**src/rtl/dotp_sequencer.sv**
```systemverilog
// rtl/dotp_sequencer.sv - chunking host controller for the 4-bit dot-product engine
// Optional WAIT timeout and drain path enabled by defining DOTP_SEQ_TIMEOUT_EN.
module dotp_sequencer #(
  parameter int TIMEOUT_CYC = 7
) (
  input  logic       clk,
  input  logic       rst_n,
  input  logic       in_valid,
  output logic       in_ready,
  input  logic [3:0] in_a,
  input  logic [3:0] in_b,
  input  logic       in_last,
  output logic       res_valid,
  input  logic       res_ready,
  output logic [7:0] res_data,
  output logic       busy,
  output logic       err,
  output logic       eng_rst_n,
  output logic [1:0] eng_op,
  output logic [5:0] eng_addr,
  output logic [3:0] eng_wdata,
  input  logic [1:0] eng_state,
  input  logic [7:0] eng_result
);

  localparam logic [1:0] OP_READ  = 2'd0;
  localparam logic [1:0] OP_WRITE = 2'd1;
  localparam logic [1:0] OP_RUN   = 2'd2;
  localparam logic [1:0] ES_DONE  = 2'd2;

  typedef enum logic [3:0] {
    S_IDLE,
    S_JRST,
    S_CLR_LO,
    S_CLR_HI,
    S_ACCEPT,
    S_WR_A,
    S_WR_B,
    S_LEN,
    S_RUN,
    S_WAIT,
    S_CRST,
    S_RESULT
`ifdef DOTP_SEQ_TIMEOUT_EN
    , S_DRAIN
`endif
  } state_t;

  state_t     state, state_d;
  logic [3:0] idx, idx_d;
  logic [4:0] n, n_d;
  logic [3:0] a_q, a_d;
  logic [3:0] b_q, b_d;
  logic       last_q, last_d;
  logic [7:0] res_d;
  logic       err_d;
  logic       in_ready_d, res_valid_d, busy_d, eng_rst_n_d;
  logic [1:0] op_d;
  logic [5:0] addr_d;
  logic [3:0] wdata_d;

`ifdef DOTP_SEQ_TIMEOUT_EN
  localparam int CNT_W = (TIMEOUT_CYC > 1) ? $clog2(TIMEOUT_CYC + 1) : 1;
  logic [CNT_W-1:0] wait_cnt, wait_cnt_d;
`else
  logic unused_timeout_cfg;
  assign unused_timeout_cfg = ^TIMEOUT_CYC;
`endif

  always_comb begin
    state_d = state;
    idx_d   = idx;
    n_d     = n;
    a_d     = a_q;
    b_d     = b_q;
    last_d  = last_q;
    res_d   = res_data;
    err_d   = 1'b0;
`ifdef DOTP_SEQ_TIMEOUT_EN
    wait_cnt_d = '0;
`endif
    case (state)
      S_IDLE:   if (in_valid) state_d = S_JRST;
      S_JRST: begin
        idx_d   = '0;
        n_d     = '0;
        state_d = S_CLR_LO;
      end
      S_CLR_LO: state_d = S_CLR_HI;
      S_CLR_HI: state_d = S_ACCEPT;
      S_ACCEPT: begin
        if (in_valid && in_ready) begin
          a_d     = in_a;
          b_d     = in_b;
          last_d  = in_last;
          state_d = S_WR_A;
        end
      end
      S_WR_A:   state_d = S_WR_B;
      S_WR_B: begin
        n_d     = n + 5'd1;
        idx_d   = idx + 4'd1;
        state_d = (last_q || n == 5'd15) ? S_LEN : S_ACCEPT;
      end
      S_LEN:    state_d = S_RUN;
      S_RUN:    state_d = S_WAIT;
      S_WAIT: begin
        if (eng_state == ES_DONE) begin
          if (last_q) begin
            res_d   = eng_result;
            state_d = S_RESULT;
          end else begin
            state_d = S_CRST;
          end
        end
`ifdef DOTP_SEQ_TIMEOUT_EN
        else if (wait_cnt == CNT_W'(TIMEOUT_CYC - 1)) begin
          err_d   = 1'b1;
          state_d = last_q ? S_IDLE : S_DRAIN;
        end else begin
          wait_cnt_d = wait_cnt + 1'b1;
        end
`endif
      end
      // Engine memory keeps the partial sum; only state and prev_acc are cleared.
      S_CRST: begin
        idx_d   = '0;
        n_d     = '0;
        state_d = S_ACCEPT;
      end
      S_RESULT: if (res_ready) state_d = S_IDLE;
`ifdef DOTP_SEQ_TIMEOUT_EN
      S_DRAIN:  if (in_valid && in_ready && in_last) state_d = S_IDLE;
`endif
      default:  state_d = S_IDLE;
    endcase
  end

  // Outputs are decoded from the next state so they are registered alongside it.
  always_comb begin
    in_ready_d  = 1'b0;
    res_valid_d = 1'b0;
    busy_d      = (state_d != S_IDLE);
    eng_rst_n_d = 1'b1;
    op_d        = OP_READ;
    addr_d      = 6'd0;
    wdata_d     = 4'd0;
    case (state_d)
      S_JRST, S_CRST: eng_rst_n_d = 1'b0;
      S_CLR_LO: begin
        op_d   = OP_WRITE;
        addr_d = 6'd33;
      end
      S_CLR_HI: begin
        op_d   = OP_WRITE;
        addr_d = 6'd34;
      end
      S_ACCEPT: in_ready_d = 1'b1;
      S_WR_A: begin
        op_d    = OP_WRITE;
        addr_d  = 6'd1 + {2'b00, idx_d};
        wdata_d = a_d;
      end
      S_WR_B: begin
        op_d    = OP_WRITE;
        addr_d  = 6'd17 + {2'b00, idx_d};
        wdata_d = b_d;
      end
      S_LEN: begin
        op_d    = OP_WRITE;
        wdata_d = n_d[3:0];
      end
      S_RUN:    op_d = OP_RUN;
      S_RESULT: res_valid_d = 1'b1;
`ifdef DOTP_SEQ_TIMEOUT_EN
      S_DRAIN: begin
        eng_rst_n_d = 1'b0;
        in_ready_d  = 1'b1;
      end
`endif
      default: ;
    endcase
  end

  always_ff @(posedge clk) begin
    if (!rst_n) begin
      state     <= S_IDLE;
      idx       <= '0;
      n         <= '0;
      a_q       <= '0;
      b_q       <= '0;
      last_q    <= 1'b0;
      res_data  <= '0;
      err       <= 1'b0;
      in_ready  <= 1'b0;
      res_valid <= 1'b0;
      busy      <= 1'b0;
      eng_rst_n <= 1'b0;
      eng_op    <= OP_READ;
      eng_addr  <= '0;
      eng_wdata <= '0;
`ifdef DOTP_SEQ_TIMEOUT_EN
      wait_cnt  <= '0;
`endif
    end else begin
      state     <= state_d;
      idx       <= idx_d;
      n         <= n_d;
      a_q       <= a_d;
      b_q       <= b_d;
      last_q    <= last_d;
      res_data  <= res_d;
      err       <= err_d;
      in_ready  <= in_ready_d;
      res_valid <= res_valid_d;
      busy      <= busy_d;
      eng_rst_n <= eng_rst_n_d;
      eng_op    <= op_d;
      eng_addr  <= addr_d;
      eng_wdata <= wdata_d;
`ifdef DOTP_SEQ_TIMEOUT_EN
      wait_cnt  <= wait_cnt_d;
`endif
    end
  end

endmodule

```
**config.mk**
```make
export PLATFORM = sky130hd
export DESIGN_NAME = dotp_sequencer
export DESIGN_NICKNAME = d
export VERILOG_FILES = /design/src/rtl/dotp_sequencer.sv
export SDC_FILE = /design/constraint.sdc
export NUM_CORES = 1
export LEC_CHECK = 0
export ABC_AREA = 1
export BUFFER_PORTS_ARGS = -buffer_cell sky130_fd_sc_hd__buf_2
export CAP_MARGIN = 15
export CORE_ASPECT_RATIO = 0.6
export CORE_MARGIN = 5
export CORE_UTILIZATION = 30
export CTS_CLUSTER_SIZE = 14
export DETAILED_ROUTE_END_ITERATION = 7
export HOLD_SLACK_MARGIN = 0.03
export PLACE_DENSITY = 0.57
export SLEW_MARGIN = 20
export SYNTH_ARGS = -nofsm -noshare
export SYNTH_HDL_FRONTEND = slang
export SYNTH_SLANG_ARGS = --single-unit
```
**constraint.sdc**
```tcl
create_clock -name clk -period 4.6 [get_ports clk]
set_input_delay 1.38 -clock clk [delete_from_list [all_inputs] [get_ports clk]]
set_output_delay 1.38 -clock clk [all_outputs]
set_load 0.03 [all_outputs]
```
# Yosys cells after proc, flatten, opt, wreduce, memory -nomap -nowiden
# Cells that the tools add are included.
dict set report word_totals {
  reg_bits 46
  in_bits 23
  output_inout_bits 25
}
dict set report op_classes {
  n_addsub 4
  n_eq_ne 23
  n_mux 19
  n_reduce_logical 11
}
# cell n
set ops {}
lappend ops {{$pmux 4 s11} 1}
lappend ops {{$eq 4x3->1 const B} 8}
lappend ops {{$mux 4} 8}
lappend ops {{$eq 4x4->1 const B} 7}
lappend ops {{$pmux 6 s4} 1}
lappend ops {{$eq 4x2->1 const B} 4}
lappend ops {{$pmux 4 s3} 1}
lappend ops {{$pmux 5 s2} 1}
lappend ops {{$eq 4x1->1 const B} 2}
lappend ops {{$pmux 4 s2} 1}
lappend ops {{$add 5x4->6 const A} 1}
lappend ops {{$reduce_or 2->1} 3}
lappend ops {{$add 1x4->5 const A} 1}
lappend ops {{$add 5x1->5 const B} 1}
lappend ops {{$eq 5x4->1 const B} 1}
lappend ops {{$reduce_or 5->1} 1}
lappend ops {{$add 4x1->4 const B} 1}
lappend ops {{$logic_not 4->1} 1}
lappend ops {{$mux 1} 4}
lappend ops {{$pmux 2 s2} 1}
lappend ops {{$reduce_bool 4->1} 1}
lappend ops {{$reduce_and 3->1} 1}
lappend ops {{$eq 2x2->1 const B} 1}
lappend ops {{$mux 2} 1}
lappend ops {{other kinds (4)} 4}

# Longest topological paths before layout
# Gate-level depths: netlist of the first run.
dict set report logic_depth {
  depth_word 7
  mapped_depth 13
  mapped_depth_nobuf 13
}

# Least setup slack after synthesis of the first run
# No wires, ideal clock.
dict set report synth_timing {
  path_kind {input -> register}
  from {input port eng_state[0]}
  to {register busy}
  setup_ps 124
  arrival_time_ps 2022
  required_time_ps 4476
  setup_slack_ps 2454
  path_stages 8
  path_cell_list {inv_1 nand2_1 nor2_1 o21ai_1 nor2_1 nand2_1 nor2_1 a21oi_1}
}
dict set report synth_between {
  elab_chain_cells 4
}
# element line_no
set synth_lines {}
lappend synth_lines {{from (decl)} 22} ;# input logic [1:0] eng_state,
lappend synth_lines {{$eq 2x2->1} 108} ;# if (eng_state == ES_DONE) begin
lappend synth_lines {{$mux 4} 108}
lappend synth_lines {{$pmux 4 s11} 82} ;# case (state)
lappend synth_lines {{$reduce_bool 4->1} 143} ;# busy_d = (state_d != S_IDLE);
lappend synth_lines {{to (signal assigned)} 216} ;# busy <= busy_d;
lappend synth_lines {{to (decl)} 16} ;# output logic busy,
# No other way between the ends.
# A chain may end at the register's enable or synchronous reset.

# Worst setup path after layout of the first run
dict set report layout_timing {
  from {register in_ready}
  to {output port in_ready}
}
# element line_no
set layout_lines {}
lappend layout_lines {{from (decl)} 9} ;# output logic in_ready,
lappend layout_lines {{from (signal assigned)} 214} ;# in_ready <= in_ready_d;
# No word-level cell between the ends.

==> out/metrics.cfg, run 1 <==
[floorplan]
rows = 22
die_area_um2 = 8280
die_h_um = 72.5
die_w_um = 114
core_area_um2 = 6220
io_pins = 48
start_util_pct = 31.4

[critical_path]
cp-start-kind = register
crit_buf_inv = 1
crit_required_ns = 3.22
criticalPathCategory = reg2out
crit_arrival_ns = 0.92
path_cells = buf_2
slowest_delay_ns = 0.39
crit_cells = 1
reg2reg_depth = 10
crit_family = flip-flops
cp-end-kind = output port
cpMaxStageDelayCell = dfxtp_1
critPathMaxFanout = 3

[sta]
rsz0062_at_grt = no
finalHoldViolCount = 0
setup_viol = 0
clock.fmax_mhz = 435
slew_headroom_pct = 59.9
clock_skew_ns = 0.00634
min_period_ns = 2.30
slew_violations = 0
worstMarginPinSlew_ns = 0.600
timing.setup.tns_ns = 0
post-route-period-util_pct = 49.9

[cells_and_area]
utilization_pct = 37.7
antenna_cells = 0
nFillCells = 700
syn_to_final_growth_pct = 20.0
drive_gt1_share_pct = 23.9
final_common_cell = nand2_1
layout.cells.non_filler = 411
nets = 353
final_cell_mix = 60 x nand2_1, 47 x nor2_1, 46 x buf_2

[synthesis]
ys_ff_latch = 42
yosys_warnings = 0
ys_types = 28
synthCells = 280
seq_area_frac_synth_pct = 43.0
avgSynthCellArea_um2 = 6.98
syn_area_um2 = 1950
mappedNetlistNets = 307

[route]
totalWireLength_mm = 5.05
top_layer_used = met4
drt-wirelength-per-cell_um = 12.3
met1Wirelength_mm = 2.88
via_per_inst = 4.53
wl_met2_mm = 1.84
dr.pass1.iters = 4
drtIter0Drc = 108
ant_nets = 0
met3_length_um = 322
dr_total_vias = 1861
drcViolationCount = 0

[place]
dp_cells = 403
hpwl_mm = 3.82
finalWeightedCongestion = 0.846
io_buffers = 46

[pwr]
p_leak_nw = 1.17
p_per_area_nw_per_um2 = 309
ir_worst_vdd_uv = 141

[clocking]
cts_resized = 0
hold_buffers = 0
cts_buffers = 5
postCtsSetupBuffers = 0
cts_root_buf = clkbuf_8
htreeDepth = 2
cts_tree = built
clkLatencyLatePin_ns = 0.30
cts_sinks = 42
path_clk_slew_ns = 0.09
clock_path_buffers = 2

[global_route]
grt_pass1_wl_mm = 8.14
grtUsageTotal_pct = 12.5
grt_pass1_vias = 1699
grt_overflow_total = 0
grt_start_max_net_pins = 23
antenna_found_initial = 0

[min_path]
hold_path_class = reg2reg
worstHoldPathCells = 2

[status]
status = completed

[job]
drv_cap = 0

## sequential cells by signal, indices dropped and copies added (netlist names)
signal	flops
res_data	8
eng_addr	6
n	5
b_q	4
eng_wdata	4
idx	4
state	4
eng_op	2
busy	1
eng_rst_n	1
in_ready	1
last_q	1
res_valid	1
## area by class of cell
cell class | count | area, um2 | share of cell area (%)
tap | 84 | 105 | 4.48
inverter | 38 | 143 | 6.09
clock buffer | 5 | 68.8 | 2.94
multi-input combinational | 193 | 935 | 39.9
clock inverter | 3 | 21.3 | 0.908
sequential | 42 | 841 | 35.9
timing repair buffer | 46 | 230 | 9.82
## cell usage after synthesis
master / count / area share [%]
nand2_1: 60 / 12
nor2_1: 47 / 9.0
dfxtp_1: 42 / 43
inv_1: 31 / 6.0
o21ai_0: 20 / 5.1
nand3_1: 17 / 4.4
a21oi_1: 7 / 1.8
inv_2: 7 / 1.3
nor2_2: 6 / 1.9
nand4_1: 5 / 1.6
o211ai_1: 5 / 1.9
clkbuf_1: 4 / 0.77
ha_1: 4 / 2.6
nand2_2: 3 / 0.96
nor3_1: 3 / 0.77
o21ai_1: 3 / 0.77
buf_4: 2 / 0.77
nand3_2: 2 / 1.0
or2_1: 2 / 0.64
or2_2: 2 / 0.64
a211oi_1: 1 / 0.38
buf_2: 1 / 0.26
conb_1: 1 / 0.19
nand4_2: 1 / 0.64
nor2_4: 1 / 0.58
nor3_2: 1 / 0.51
o21ai_2: 1 / 0.45
xor2_1: 1 / 0.45
## routing by layer
layer | vias up | global-route usage (%)
met5 | - | 0
met1 | 825 | 19.8
met4 | 0 | 2.37
met2 | 53 | 15.9
met3 | 2 | 4.00
li1 | 981 | -
## power breakdown
group | switching [mW] | internal, mW | leakage (nW)
Clock | 0.141 | 0.107 | 0.0441
Combinational | 0.0666 | 0.0277 | 0.789
Sequential | 0.00813 | 0.374 | 0.340
Total | 0.215 | 0.509 | 1.17
## stage by stage
stage                     total power, mW  instance area, um2  worst slack (ns)  hold WS, ns
after floorplan                     0.453                1950              2.45        0.439
after global placement              0.483                2250              2.10        0.451
after detailed placement            0.484                2250              2.07        0.459
after CTS                           0.731                2340              2.30        0.470
after global routing                0.760                2340              2.24        0.502
final                               0.724                2340              2.30        0.469
## worst paths after layout
kind                               start          end  slack, ns
worst max-delay path            in_ready     in_ready       2.30
worst min-delay path                n[4]         n[4]       0.47
worst max register to register  state[0]  eng_addr[4]       2.57
worst min register to register      n[4]         n[4]       0.47
## cell families after synthesis
family / synth area share [%]
other cells: 0.192
xor+xnor: 0.449
compound gates: 10.4
fa+ha+maj: 2.56
simple gates: 34.2
flops: 43.0
buf+inv: 9.10
(Power assumes the default switching activity.)
==> run 2: changes to the inputs <==
--- a/config.mk
+++ b/config.mk
@@ -14,7 +14,7 @@
 export CTS_CLUSTER_SIZE = 14
 export DETAILED_ROUTE_END_ITERATION = 7
 export HOLD_SLACK_MARGIN = 0.03
-export PLACE_DENSITY = 0.57
+export PLACE_DENSITY = 0.59
 export SLEW_MARGIN = 20
 export SYNTH_ARGS = -nofsm -noshare
 export SYNTH_HDL_FRONTEND = slang
==> constraint.sdc (replaced) <==
create_clock -name clk -period 1.9 [get_ports clk]
set_input_delay 0.57 -clock clk [delete_from_list [all_inputs] [get_ports clk]]
set_output_delay 0.57 -clock clk [all_outputs]
set_load 0.03 [all_outputs]
==> run 2 against run 1 <==
Against the previous run:
- clock power up 140%
- utilization up 0.99 points
- worst setup slack worse by 2.1 ns
- largest cell class unchanged
- largest power group unchanged
==> out/metrics.cfg, run 2 (synthesis gave the netlist of run 1 again) <==
[critical_path]
cpMaxStageDelayCell = dfxtp_2
path_cells = inv_2 -> nor2_1 -> nand2_2 -> nand2_2 -> nor2_1 -> nand2_1 -> nand2_1 -> ha_1 -> o21ai_0 -> nand2_1 -> nand2_1 -> inv_1
r2r_slack_ns = 0.21
reg2reg_to = eng_addr[1]
criticalPathCategory = reg2reg
reg2reg_depth = 12
cp-startpoint = state[0]
slowest_delay_ns = 0.38
crit_family = simple AND/OR/NAND/NOR gates
cp-start-kind = register
critPathMaxFanout = 6
critical_path.most_common_cell = nand2_1
crit_buf_inv = 2
cp-end-kind = register
crit_required_ns = 2.10
crit_arrival_ns = 1.89
rr_startpoint = state[0]

[floorplan]
io_pins = 48
die_h_um = 72.5
die_w_um = 114
rows = 22
die_area_um2 = 8280
core_area_um2 = 6220
start_util_pct = 31.4

[clocking]
cts_sinks = 42
path_clk_slew_ns = 0.09
postCtsSetupBuffers = 0
cts_tree = built
clkLatencyLatePin_ns = 0.29
cts_root_buf = clkbuf_8
htreeDepth = 2
clock_path_buffers = 2
cts_buffers = 5

[sta]
slew_violations = 0
rsz0062_at_grt = no
clock_skew_ns = 0.00561
holdWs_ns = 0.469
setup_viol = 0
finalHoldViolCount = 0
post-route-period-util_pct = 88.9
timing.setup.tns_ns = 0
min_period_ns = 1.69
clock.fmax_mhz = 592

[place]
io_buffers = 46
hpwl_mm = 3.95
postPlaceCellArea_um2 = 2290
finalWeightedCongestion = 0.898
dp_cells = 408

[global_route]
antenna_found_initial = 0
grt_pass1_wl_mm = 8.29
grt_overflow_total = 0
grt_pass1_vias = 1794
grtUsageTotal_pct = 12.3
grt_start_max_net_pins = 22

[cells_and_area]
nets = 358
seq_area_um2 = 846
regMostFlops = res_data
antenna_cells = 0
largest_reg_flops = 8
layout.cells.non_filler = 416
drive_gt1_share_pct = 28.0
nFillCells = 717
multi_input_area_um2 = 951
final_common_cell = nand2_1
reg_top3 = res_data (8), eng_addr (6), n (5)
syn_to_final_growth_pct = 23.1
stdcell_area_um2 = 2400
final_cell_mix = 58 x nand2_1, 46 x buf_2, 44 x nor2_1

[min_path]
worstHoldStart = n[4]
hold_path_end = n[4]
hold_path_class = reg2reg
worstHoldPathCells = 2

[job]
drv_cap = 0

[route]
drtIter0Drc = 90
dr.pass1.iters = 4
via_per_inst = 4.52
dr_total_vias = 1879
ant_nets = 0
totalWireLength_mm = 4.92
drcViolationCount = 0
drt-wirelength-per-cell_um = 11.8

[pwr]
p_per_area_nw_per_um2 = 731
finalPower_mw = 1.76
p_leak_nw = 1.20
ir_worst_vdd_uv = 439

[status]
status = completed

[run 2: per-layer routing]
metal / vias up / routed length, um / share of wire (%) / GRT usage [%]
met5: - / 0 / 0 / 0
met4: 0 / 0 / 0 / 0.791
met3: 0 / 472 / 9.6 / 4.58
met2: 59 / 1820 / 37 / 17.0
met1: 832 / 2620 / 53 / 18.8
li1: 988 / - / - / -
[run 2: worst reg2reg max path: cells and delay by family (launching register included)]
kind	cells	cell delay (ns)
and+or+nand+nor	8	0.78
DFF	1	0.38
adders and majority gates	1	0.29
buffers and inverters	2	0.09
AOI/OAI and AO/OA	1	0.07
[run 2: through the flow]
step	utilization (%)	setup WS, ns
after floorplan	-	0.360
after global routing	38.7	0.000423
after detailed placement	36.8	0.0703
after global placement	36.8	0.102
final	38.7	0.210
after CTS	38.3	0.0546
[run 2: worst max path at each step]
| stage | end | slack [ns] | cells past startpoint |
|---|---|---|---|
| 2_1_floorplan | eng_addr[4] | 0.36 | 11 |
| 3_3_place_gp | eng_addr[1] | 0.10 | 12 |
| 3_5_place_dp | eng_addr[1] | 0.07 | 12 |
| 4_1_cts | eng_addr[2] | 0.05 | 11 |
| 5_1_grt | busy | 0.0004 | 10 |
| 6_report | eng_addr[1] | 0.21 | 12 |
[run 2: power breakdown]
group          internal [mW]  leakage, nW  switching [mW]  total, mW
clock network          0.263       0.0408           0.333      0.596
logic                 0.0729        0.815           0.167      0.239
registers              0.907        0.341          0.0168      0.924
total                   1.24         1.20           0.516       1.76
[run 2: cell type report]
cell class | count | share of cell area, %
Clock inverter | 3 | 0.989
Tap cell | 84 | 4.37
Timing Repair Buffer | 51 | 11.1
Multi-Input combinational cell | 193 | 39.5
Sequential cell | 42 | 35.2
Inverter | 38 | 5.93
Clock buffer | 5 | 2.86
[run 2: repair_timing]
item / CTS / global route
gates resized for setup: 0 / 10
hold buffers: 0 / 0
endpoints found under the setup margin: 0 / 5
